$ cat src/rtl/mem_wb_unit_if.sv
// Bus bundle between execute stage, data memory and register-file write port
// of the memory/writeback unit.
interface mem_wb_unit_if;
   logic        ex_valid;
   logic        ex_wreg;
   logic [4:0]  ex_waddr;
   logic [31:0] ex_wdata;
   logic [3:0]  ex_memop;
   logic [31:0] ex_maddr;
   logic [31:0] ex_sdata;
   logic        stall_req;
   logic        mem_req;
   logic        mem_we;
   logic [31:0] mem_addr;
   logic [3:0]  mem_be;
   logic [31:0] mem_wdata;
   logic        mem_ack;
   logic [31:0] mem_rdata;
   logic        wb_we;
   logic [4:0]  wb_waddr;
   logic [31:0] wb_wdata;
   logic        err;

   modport slave (
      input  ex_valid, ex_wreg, ex_waddr, ex_wdata,
      input  ex_memop, ex_maddr, ex_sdata,
      input  mem_ack, mem_rdata,
      output stall_req, mem_req, mem_we, mem_addr,
      output mem_be, mem_wdata,
      output wb_we, wb_waddr, wb_wdata, err
   );

   modport master (
      output ex_valid, ex_wreg, ex_waddr, ex_wdata,
      output ex_memop, ex_maddr, ex_sdata,
      output mem_ack, mem_rdata,
      input  stall_req, mem_req, mem_we, mem_addr,
      input  mem_be, mem_wdata,
      input  wb_we, wb_waddr, wb_wdata, err
   );
endinterface

$ cat src/rtl/mem_wb_unit.sv
// Memory access + register writeback stage: one outstanding data access,
// alignment check, ack timeout, load lane extraction.
module mem_wb_unit #(
   parameter int unsigned TIMEOUT = 255
) (
   input logic          clk,
   input logic          rst,
   mem_wb_unit_if.slave bus
);
   typedef enum logic {IDLE, BUSY} state_t;

   localparam logic [7:0] LP_TMAX = 8'(TIMEOUT - 1);

   state_t      r_state, w_state_nx;
   logic [7:0]  r_cnt, w_cnt_nx;
   logic [3:0]  r_op, w_op_nx;
   logic [31:0] r_addr, w_addr_nx;
   logic [31:0] r_sdata, w_sdata_nx;
   logic [4:0]  r_waddr, w_waddr_nx;
   logic        r_wreg, w_wreg_nx;
   logic        r_wb_we, w_wb_we_nx;
   logic [4:0]  r_wb_waddr, w_wb_waddr_nx;
   logic [31:0] r_wb_wdata, w_wb_wdata_nx;
   logic        r_err, w_err_nx;

   logic        w_busy;
   logic        w_ex_mem;
   logic        w_mis;
   logic        w_store;
   logic        w_load;
   logic [31:0] w_sh;
   logic [31:0] w_ld;
   logic [3:0]  w_be;
   logic [31:0] w_wd;

   assign w_busy   = (r_state == BUSY);
   assign w_ex_mem = (bus.ex_memop >= 4'd1) &&
                     (bus.ex_memop <= 4'd8);
   assign w_store  = (r_op >= 4'd6) && (r_op <= 4'd8);
   assign w_load   = (r_op >= 4'd1) && (r_op <= 4'd5);
   assign w_sh     = bus.mem_rdata >> {r_addr[1:0], 3'b000};

   always_comb begin
      w_mis = 1'b0;
      case (bus.ex_memop)
         4'd2, 4'd5, 4'd7: w_mis = bus.ex_maddr[0];
         4'd3, 4'd8:       w_mis = |bus.ex_maddr[1:0];
         default:          w_mis = 1'b0;
      endcase
   end

   // Lane extraction; LH/LHU are halfword-aligned here so the shift is 0/16
   always_comb begin
      w_ld = 32'h0;
      case (r_op)
         4'd1:    w_ld = {{24{w_sh[7]}}, w_sh[7:0]};
         4'd2:    w_ld = {{16{w_sh[15]}}, w_sh[15:0]};
         4'd3:    w_ld = bus.mem_rdata;
         4'd4:    w_ld = {24'h0, w_sh[7:0]};
         4'd5:    w_ld = {16'h0, w_sh[15:0]};
         default: w_ld = 32'h0;
      endcase
   end

   always_comb begin
      w_be = 4'b1111;
      w_wd = 32'h0;
      case (r_op)
         4'd6: begin
            w_be = 4'b0001 << r_addr[1:0];
            w_wd = {4{r_sdata[7:0]}};
         end
         4'd7: begin
            w_be = r_addr[1] ? 4'b1100 : 4'b0011;
            w_wd = {2{r_sdata[15:0]}};
         end
         4'd8:    w_wd = r_sdata;
         default: w_be = 4'b1111;
      endcase
   end

   always_comb begin
      w_state_nx    = r_state;
      w_cnt_nx      = r_cnt;
      w_op_nx       = r_op;
      w_addr_nx     = r_addr;
      w_sdata_nx    = r_sdata;
      w_waddr_nx    = r_waddr;
      w_wreg_nx     = r_wreg;
      w_wb_we_nx    = 1'b0;
      w_wb_waddr_nx = r_wb_waddr;
      w_wb_wdata_nx = r_wb_wdata;
      w_err_nx      = 1'b0;
      unique case (r_state)
         IDLE: begin
            if (bus.ex_valid) begin
               if (!w_ex_mem) begin
                  w_wb_we_nx    = bus.ex_wreg &&
                                  (bus.ex_waddr != 5'd0);
                  w_wb_waddr_nx = bus.ex_waddr;
                  w_wb_wdata_nx = bus.ex_wdata;
               end else if (w_mis) begin
                  w_err_nx = 1'b1;
               end else begin
                  w_state_nx = BUSY;
                  w_cnt_nx   = 8'd0;
                  w_op_nx    = bus.ex_memop;
                  w_addr_nx  = bus.ex_maddr;
                  w_sdata_nx = bus.ex_sdata;
                  w_waddr_nx = bus.ex_waddr;
                  w_wreg_nx  = bus.ex_wreg;
               end
            end
         end
         BUSY: begin
            // A late ack in the final allowed cycle still completes
            if (bus.mem_ack) begin
               w_state_nx = IDLE;
               if (w_load) begin
                  w_wb_we_nx    = r_wreg && (r_waddr != 5'd0);
                  w_wb_waddr_nx = r_waddr;
                  w_wb_wdata_nx = w_ld;
               end
            end else if (r_cnt == LP_TMAX) begin
               w_state_nx = IDLE;
               w_err_nx   = 1'b1;
            end else begin
               w_cnt_nx = r_cnt + 8'd1;
            end
         end
         default: w_state_nx = IDLE;
      endcase
   end

   always_ff @(posedge clk) begin
      if (rst) begin
         r_state    <= IDLE;
         r_cnt      <= 8'd0;
         r_op       <= 4'd0;
         r_addr     <= 32'h0;
         r_sdata    <= 32'h0;
         r_waddr    <= 5'd0;
         r_wreg     <= 1'b0;
         r_wb_we    <= 1'b0;
         r_wb_waddr <= 5'd0;
         r_wb_wdata <= 32'h0;
         r_err      <= 1'b0;
      end else begin
         r_state    <= w_state_nx;
         r_cnt      <= w_cnt_nx;
         r_op       <= w_op_nx;
         r_addr     <= w_addr_nx;
         r_sdata    <= w_sdata_nx;
         r_waddr    <= w_waddr_nx;
         r_wreg     <= w_wreg_nx;
         r_wb_we    <= w_wb_we_nx;
         r_wb_waddr <= w_wb_waddr_nx;
         r_wb_wdata <= w_wb_wdata_nx;
         r_err      <= w_err_nx;
      end
   end

   assign bus.stall_req = w_busy;
   assign bus.mem_req   = w_busy;
   assign bus.mem_we    = w_busy && w_store;
   assign bus.mem_addr  = w_busy ? {r_addr[31:2], 2'b00} : 32'h0;
   assign bus.mem_be    = w_busy ? w_be : 4'b0000;
   assign bus.mem_wdata = w_busy ? w_wd : 32'h0;
   assign bus.wb_we     = r_wb_we;
   assign bus.wb_waddr  = r_wb_waddr;
   assign bus.wb_wdata  = r_wb_wdata;
   assign bus.err       = r_err;
endmodule

$ cat src/flat_wrapper.sv
// flat-port wrapper written by rule: the top's interface ports become plain ports
module mem_wb_unit_flat 
#(
   parameter int unsigned TIMEOUT = 255
)
  (clk, rst, bus_ex_valid, bus_ex_wreg, bus_ex_waddr, bus_ex_wdata, bus_ex_memop, bus_ex_maddr, bus_ex_sdata, bus_mem_ack, bus_mem_rdata, bus_stall_req, bus_mem_req, bus_mem_we, bus_mem_addr, bus_mem_be, bus_mem_wdata, bus_wb_we, bus_wb_waddr, bus_wb_wdata, bus_err);
  mem_wb_unit_if bus_i ();
  input logic clk;
  input logic rst;
  input wire logic [$bits(bus_i.ex_valid)-1:0] bus_ex_valid;
  input wire logic [$bits(bus_i.ex_wreg)-1:0] bus_ex_wreg;
  input wire logic [$bits(bus_i.ex_waddr)-1:0] bus_ex_waddr;
  input wire logic [$bits(bus_i.ex_wdata)-1:0] bus_ex_wdata;
  input wire logic [$bits(bus_i.ex_memop)-1:0] bus_ex_memop;
  input wire logic [$bits(bus_i.ex_maddr)-1:0] bus_ex_maddr;
  input wire logic [$bits(bus_i.ex_sdata)-1:0] bus_ex_sdata;
  input wire logic [$bits(bus_i.mem_ack)-1:0] bus_mem_ack;
  input wire logic [$bits(bus_i.mem_rdata)-1:0] bus_mem_rdata;
  output wire logic [$bits(bus_i.stall_req)-1:0] bus_stall_req;
  output wire logic [$bits(bus_i.mem_req)-1:0] bus_mem_req;
  output wire logic [$bits(bus_i.mem_we)-1:0] bus_mem_we;
  output wire logic [$bits(bus_i.mem_addr)-1:0] bus_mem_addr;
  output wire logic [$bits(bus_i.mem_be)-1:0] bus_mem_be;
  output wire logic [$bits(bus_i.mem_wdata)-1:0] bus_mem_wdata;
  output wire logic [$bits(bus_i.wb_we)-1:0] bus_wb_we;
  output wire logic [$bits(bus_i.wb_waddr)-1:0] bus_wb_waddr;
  output wire logic [$bits(bus_i.wb_wdata)-1:0] bus_wb_wdata;
  output wire logic [$bits(bus_i.err)-1:0] bus_err;
  assign bus_i.ex_valid = bus_ex_valid;
  assign bus_i.ex_wreg = bus_ex_wreg;
  assign bus_i.ex_waddr = bus_ex_waddr;
  assign bus_i.ex_wdata = bus_ex_wdata;
  assign bus_i.ex_memop = bus_ex_memop;
  assign bus_i.ex_maddr = bus_ex_maddr;
  assign bus_i.ex_sdata = bus_ex_sdata;
  assign bus_i.mem_ack = bus_mem_ack;
  assign bus_i.mem_rdata = bus_mem_rdata;
  assign bus_stall_req = bus_i.stall_req;
  assign bus_mem_req = bus_i.mem_req;
  assign bus_mem_we = bus_i.mem_we;
  assign bus_mem_addr = bus_i.mem_addr;
  assign bus_mem_be = bus_i.mem_be;
  assign bus_mem_wdata = bus_i.mem_wdata;
  assign bus_wb_we = bus_i.wb_we;
  assign bus_wb_waddr = bus_i.wb_waddr;
  assign bus_wb_wdata = bus_i.wb_wdata;
  assign bus_err = bus_i.err;
  mem_wb_unit #(.TIMEOUT(TIMEOUT)) u_core (.clk(clk), .rst(rst), .bus(bus_i));
endmodule
$ cat config.mk
export PLATFORM = sky130hd
export DESIGN_NAME = mem_wb_unit_flat
export DESIGN_NICKNAME = d
export VERILOG_FILES = /design/src/rtl/mem_wb_unit_if.sv /design/src/rtl/mem_wb_unit.sv /design/src/flat_wrapper.sv
export SDC_FILE = /design/constraint.sdc
export NUM_CORES = 1
export LEC_CHECK = 0
export CAP_MARGIN = 20
export CORE_MARGIN = 10
export CORE_UTILIZATION = 35
export CTS_CLUSTER_DIAMETER = 60
export DETAILED_ROUTE_END_ITERATION = 7
export PLACE_DENSITY = 0.65
export SYNTH_ARGS = -nofsm -noshare
export SYNTH_HDL_FRONTEND = slang
export SYNTH_SLANG_ARGS = --single-unit
$ cat constraint.sdc
create_clock -name clk -period 5.55 [get_ports clk]
set_clock_uncertainty 0.15 [all_clocks]
set_input_delay 0.555 -clock clk [delete_from_list [all_inputs] [get_ports clk]]
set_output_delay 0.555 -clock clk [all_outputs]
set_load 0.005 [all_outputs]
==> key figures <==
CTS
  – CTS Hold Bufs: 0
  – TritonCTS clock tree: built
  – Root buffer cell: clkbuf_16
  – CTS H-tree depth: 4
  – Post-cts gate resize count: 0
  – Num CTS Buffers: 17
  – Skew-Pair Late Insertion Delay: 420 ps
  – Clock sinks: approximately 120
  – Post-CTS setup buffers: 0
  – Clk slew on worst S/H paths: approximately 60 ps
  – CTS max path bufs: 2

STA
  – Final setup viols: 0
  – Max-slew violations: 0
  – Fin Setup TNS: 0 ps
  – Slew @ Worst Pin: ~1100 ps
  – RSZ-0062 raised after global routing: no
  – Fmax: approximately 250 MHz
  – Fin. Hold Viols: 0
  – Final worst-path cycle share: between 70% and 80%
  – Relative slew slack: between 20% and 30%
  – Worst hold slack: between 300 and 400 ps
  – Final Critical Period: ~4000 ps

GRT
  – Number of global-route vias before repair: around 6.3k
  – Overall Global Routing Usage: approximately 18%
  – Total grt overflow: 0
  – Initial antenna violation count: 0
  – Largest net degree at the start of global routing: 112
  – Global-route wire length before repair: between 30000 and 40000 µm

Drt
  – Vias per cell: approximately 5.0
  – Wire per inst: approximately 19 µm
  – Remaining DRCs: 0
  – DRT iter0 DRCs: ~450
  – Vias: 6283
  – Post-DRT Antenna Nets: 0
  – Wirelength, routed: 23800 µm
  – First drt pass iteration count: 8

Worst setup path
  – CP Data Arrival Time: between 3000 and 4000 ps
  – R2R Setup Slk: roughly 2400 ps
  – Crit path from: u_core.r_op[0]$_SDFFE_PP0P_
  – Worst-case reg-to-reg path depth: 5
  – Startpoint types: register
  – Slowest CP cell: dfxtp_1
  – CP required: 4850 ps
  – RR Startpoint: u_core.r_addr[1]$_SDFFE_PP0P_
  – Crit end category: output pin
  – Critical path type: register to output pin
  – Buf/Inv on CP: 2
  – CP max stage delay: roughly 560 ps
  – Reg-to-reg endpoint: u_core.bus.wb_wdata[23]$_SDFFE_PP0P_
  – Worst path top cell family by delay: simple AND/OR/NAND/NOR gates
  – Crit Path Max Fanout: 25
  – CP cell instances: nor3_1 -> and2_1 -> buf_4 -> nor2_1 -> nor2_1 -> and2_1 -> clkdlybuf4s50_1

Floorplanning
  – Die width: between 150 and 200 µm
  – Row count: around 50
  – Starting density of the core: 35.7%
  – Ports: about 250
  – Core area: 19500 µm²
  – Die area: 25900 µm²
  – Die Y: ~160 µm

Status
  – Status: finished, final reports clean

Job
  – Number of max-cap violations: 0

Finish
  – Nets: between 1k and 1.5k
  – Final cell count without fillers: around 1.3k
  – Area Growth Syn to Fin: 45.4%
  – N_diodes: 0
  – Final instance area: between 10000 and 15000 µm²
  – Layout cells sized above 1: 8.12%

Power
  – Int Power: 0.00185 W
  – Leakage: about 3.4 nW
  – Clock power share: 44.2%
  – Comb power frac: ~17%
  – Net Sw Power: ~0.00067 W
  – Cell Pwr Density: approximately 250 nW/µm²
  – Sw Ratio: between 20% and 30%
  – Peak supply drop: 208 µV
  – Flop pwr share: 38.5%

Yosys
  – Synthesized netlist cell count: 777
  – Post-synth top area share: 35.2%
  – Cell area after synthesis: 6940 µm²
  – Avg Cell Area, Syn: a little under 9 µm²
  – Area contributors post-synth: dfxtp_1 35%, nand2b_1 14%, mux2i_1 12%, and2_1 3.6%, a211oi_2 3.1%
  – Async SR Flop Fraction: 0%
  – Yosys cell types: 56
  – Largest area contributor in the synthesized netlist: dfxtp_1
  – Post-synth top flop: dfxtp_1
  – Post-synth EDFFs: 0
  – Post-synthesis sequential area ratio: about a third
  – #FFs+latches synth: between 100 and 150
  – Synth Warn #: 0

Placement
  – Placed cell count: between 1k and 1.5k
  – Area of placed instances: around 9500 µm²
  – Port Buf Inserts: ~250
  – Placer congestion estimate: 0.835
  – DP HPWL: 16900 µm

Worst hold path
  – Hold Path End: u_core.r_addr[14]$_SDFFE_PP0P_
  – Worst Hold Depth: 2
  – Worst hold path startpoint: u_core.r_addr[14]$_SDFFE_PP0P_
  – Worst hold path class: register to register
## worst max-delay path by stage
stage / to / depth (start not counted) / slack (ps)
floorplan: bus_mem_wdata[29] / 6 / 3220
global placement: bus_mem_wdata[0] / 7 / 2110
detailed placement: bus_mem_wdata[0] / 7 / 2050
CTS: bus_mem_wdata[6] / 7 / 1550
global route: bus_mem_wdata[2] / 7 / 1310
finish: bus_mem_wdata[6] / 7 / 1570
## cell type report
cell class | count | area [µm²]
sequential | 122 | 2440
tap | 265 | 332
clock buffer | 19 | 443
multi-input combinational | 583 | 4160
fill | 1824 | 9370
clock inverter | 13 | 146
timing repair buffer | 256 | 2550
inverter | 4 | 15.0
## flip-flops by register name, indices dropped and copies added, names as in the netlist, 4 cells and up
name                 count
u_core.r_sdata          32
u_core.bus.wb_waddr      5
u_core.r_addr           32
u_core.r_waddr           5
u_core.bus.wb_wdata     32
u_core.r_op              4
u_core.r_cnt             8
## worst min-delay path: stages (launching register included)
cell	delay, ps
dfxtp_1	300
nand2b_1	60
mux2i_1	60
## Yosys cell counts, types with 14 or more instances
cell        n
mux2i_1    80
clkbuf_1   41
and2_1     40
a221oi_1   15
a21oi_1    25
dfxtp_1   122
nand2b_1  155
a211oi_2   17
buf_2      14
a22oi_1    25
nor2_1     51
nand2_1    52
## cell families after synthesis
| kind of cell | Yosys count | synth area share [%] |
|---|---|---|
| mux | 97 | 15.6 |
| xor+xnor | 6 | 0.757 |
| fa+ha+maj | 2 | 0.361 |
| other cells | 1 | 0.0540 |
| simple gates | 344 | 27.6 |
| buf+inv | 73 | 5.07 |
| compound gates | 132 | 15.3 |
| flops | 122 | 35.2 |
## power by group through the flow
stage	Clock [W]	Sequential, W	Combinational, W
final	0.00112	0.000969	0.000436
after detailed placement	0	0.000988	0.000436
after global placement	0	0.000988	0.000434
after CTS	0.00113	0.000969	0.000439
after global routing	0.00118	0.000975	0.000471
after floorplan	0	0.000974	0.000233
## placed cells by master (no fill, tap or decap), types with 4 or more instances in the layout
cell type and count:
a211oi_1 5, a211oi_2 17, a21oi_1 25, a221oi_1 15
a22oi_1 25, and2_1 40, buf_4 7, clkbuf_16 17
clkdlybuf4s50_1 248, clkinv_4 4, clkinvlp_4 5, dfxtp_1 121
mux2_2 9, mux2i_1 80, mux4_2 8, nand2_1 52
nand2b_1 155, nand3_1 4, nand3b_1 11, nor2_1 50
nor2b_1 4, nor3_1 12, o21a_1 4, o21ai_0 11
o221ai_1 7, o41ai_1 7, xor2_1 4
## per-stage QoR
step | setup slack, ps | total power (W) | util [%]
6_report | 1570 | 0.00252 | 51.8
5_1_grt | 1310 | 0.00263 | 51.8
4_1_cts | 1550 | 0.00254 | 51.8
3_5_place_dp | 2050 | 0.00142 | 48.8
3_3_place_gp | 2110 | 0.00142 | 48.8
2_1_floorplan | 3220 | 0.00121 | -
## routing by layer
layer  track usage, %  routed length [µm]  vias up
met5                0                   0        -
met3             6.77                2010       31
met2             28.0               11000      218
li1                 -                   -     3116
met1             21.5               10200     2918
met4             6.62                 571        0
Note: power is estimated with default switching activity, not from simulation.
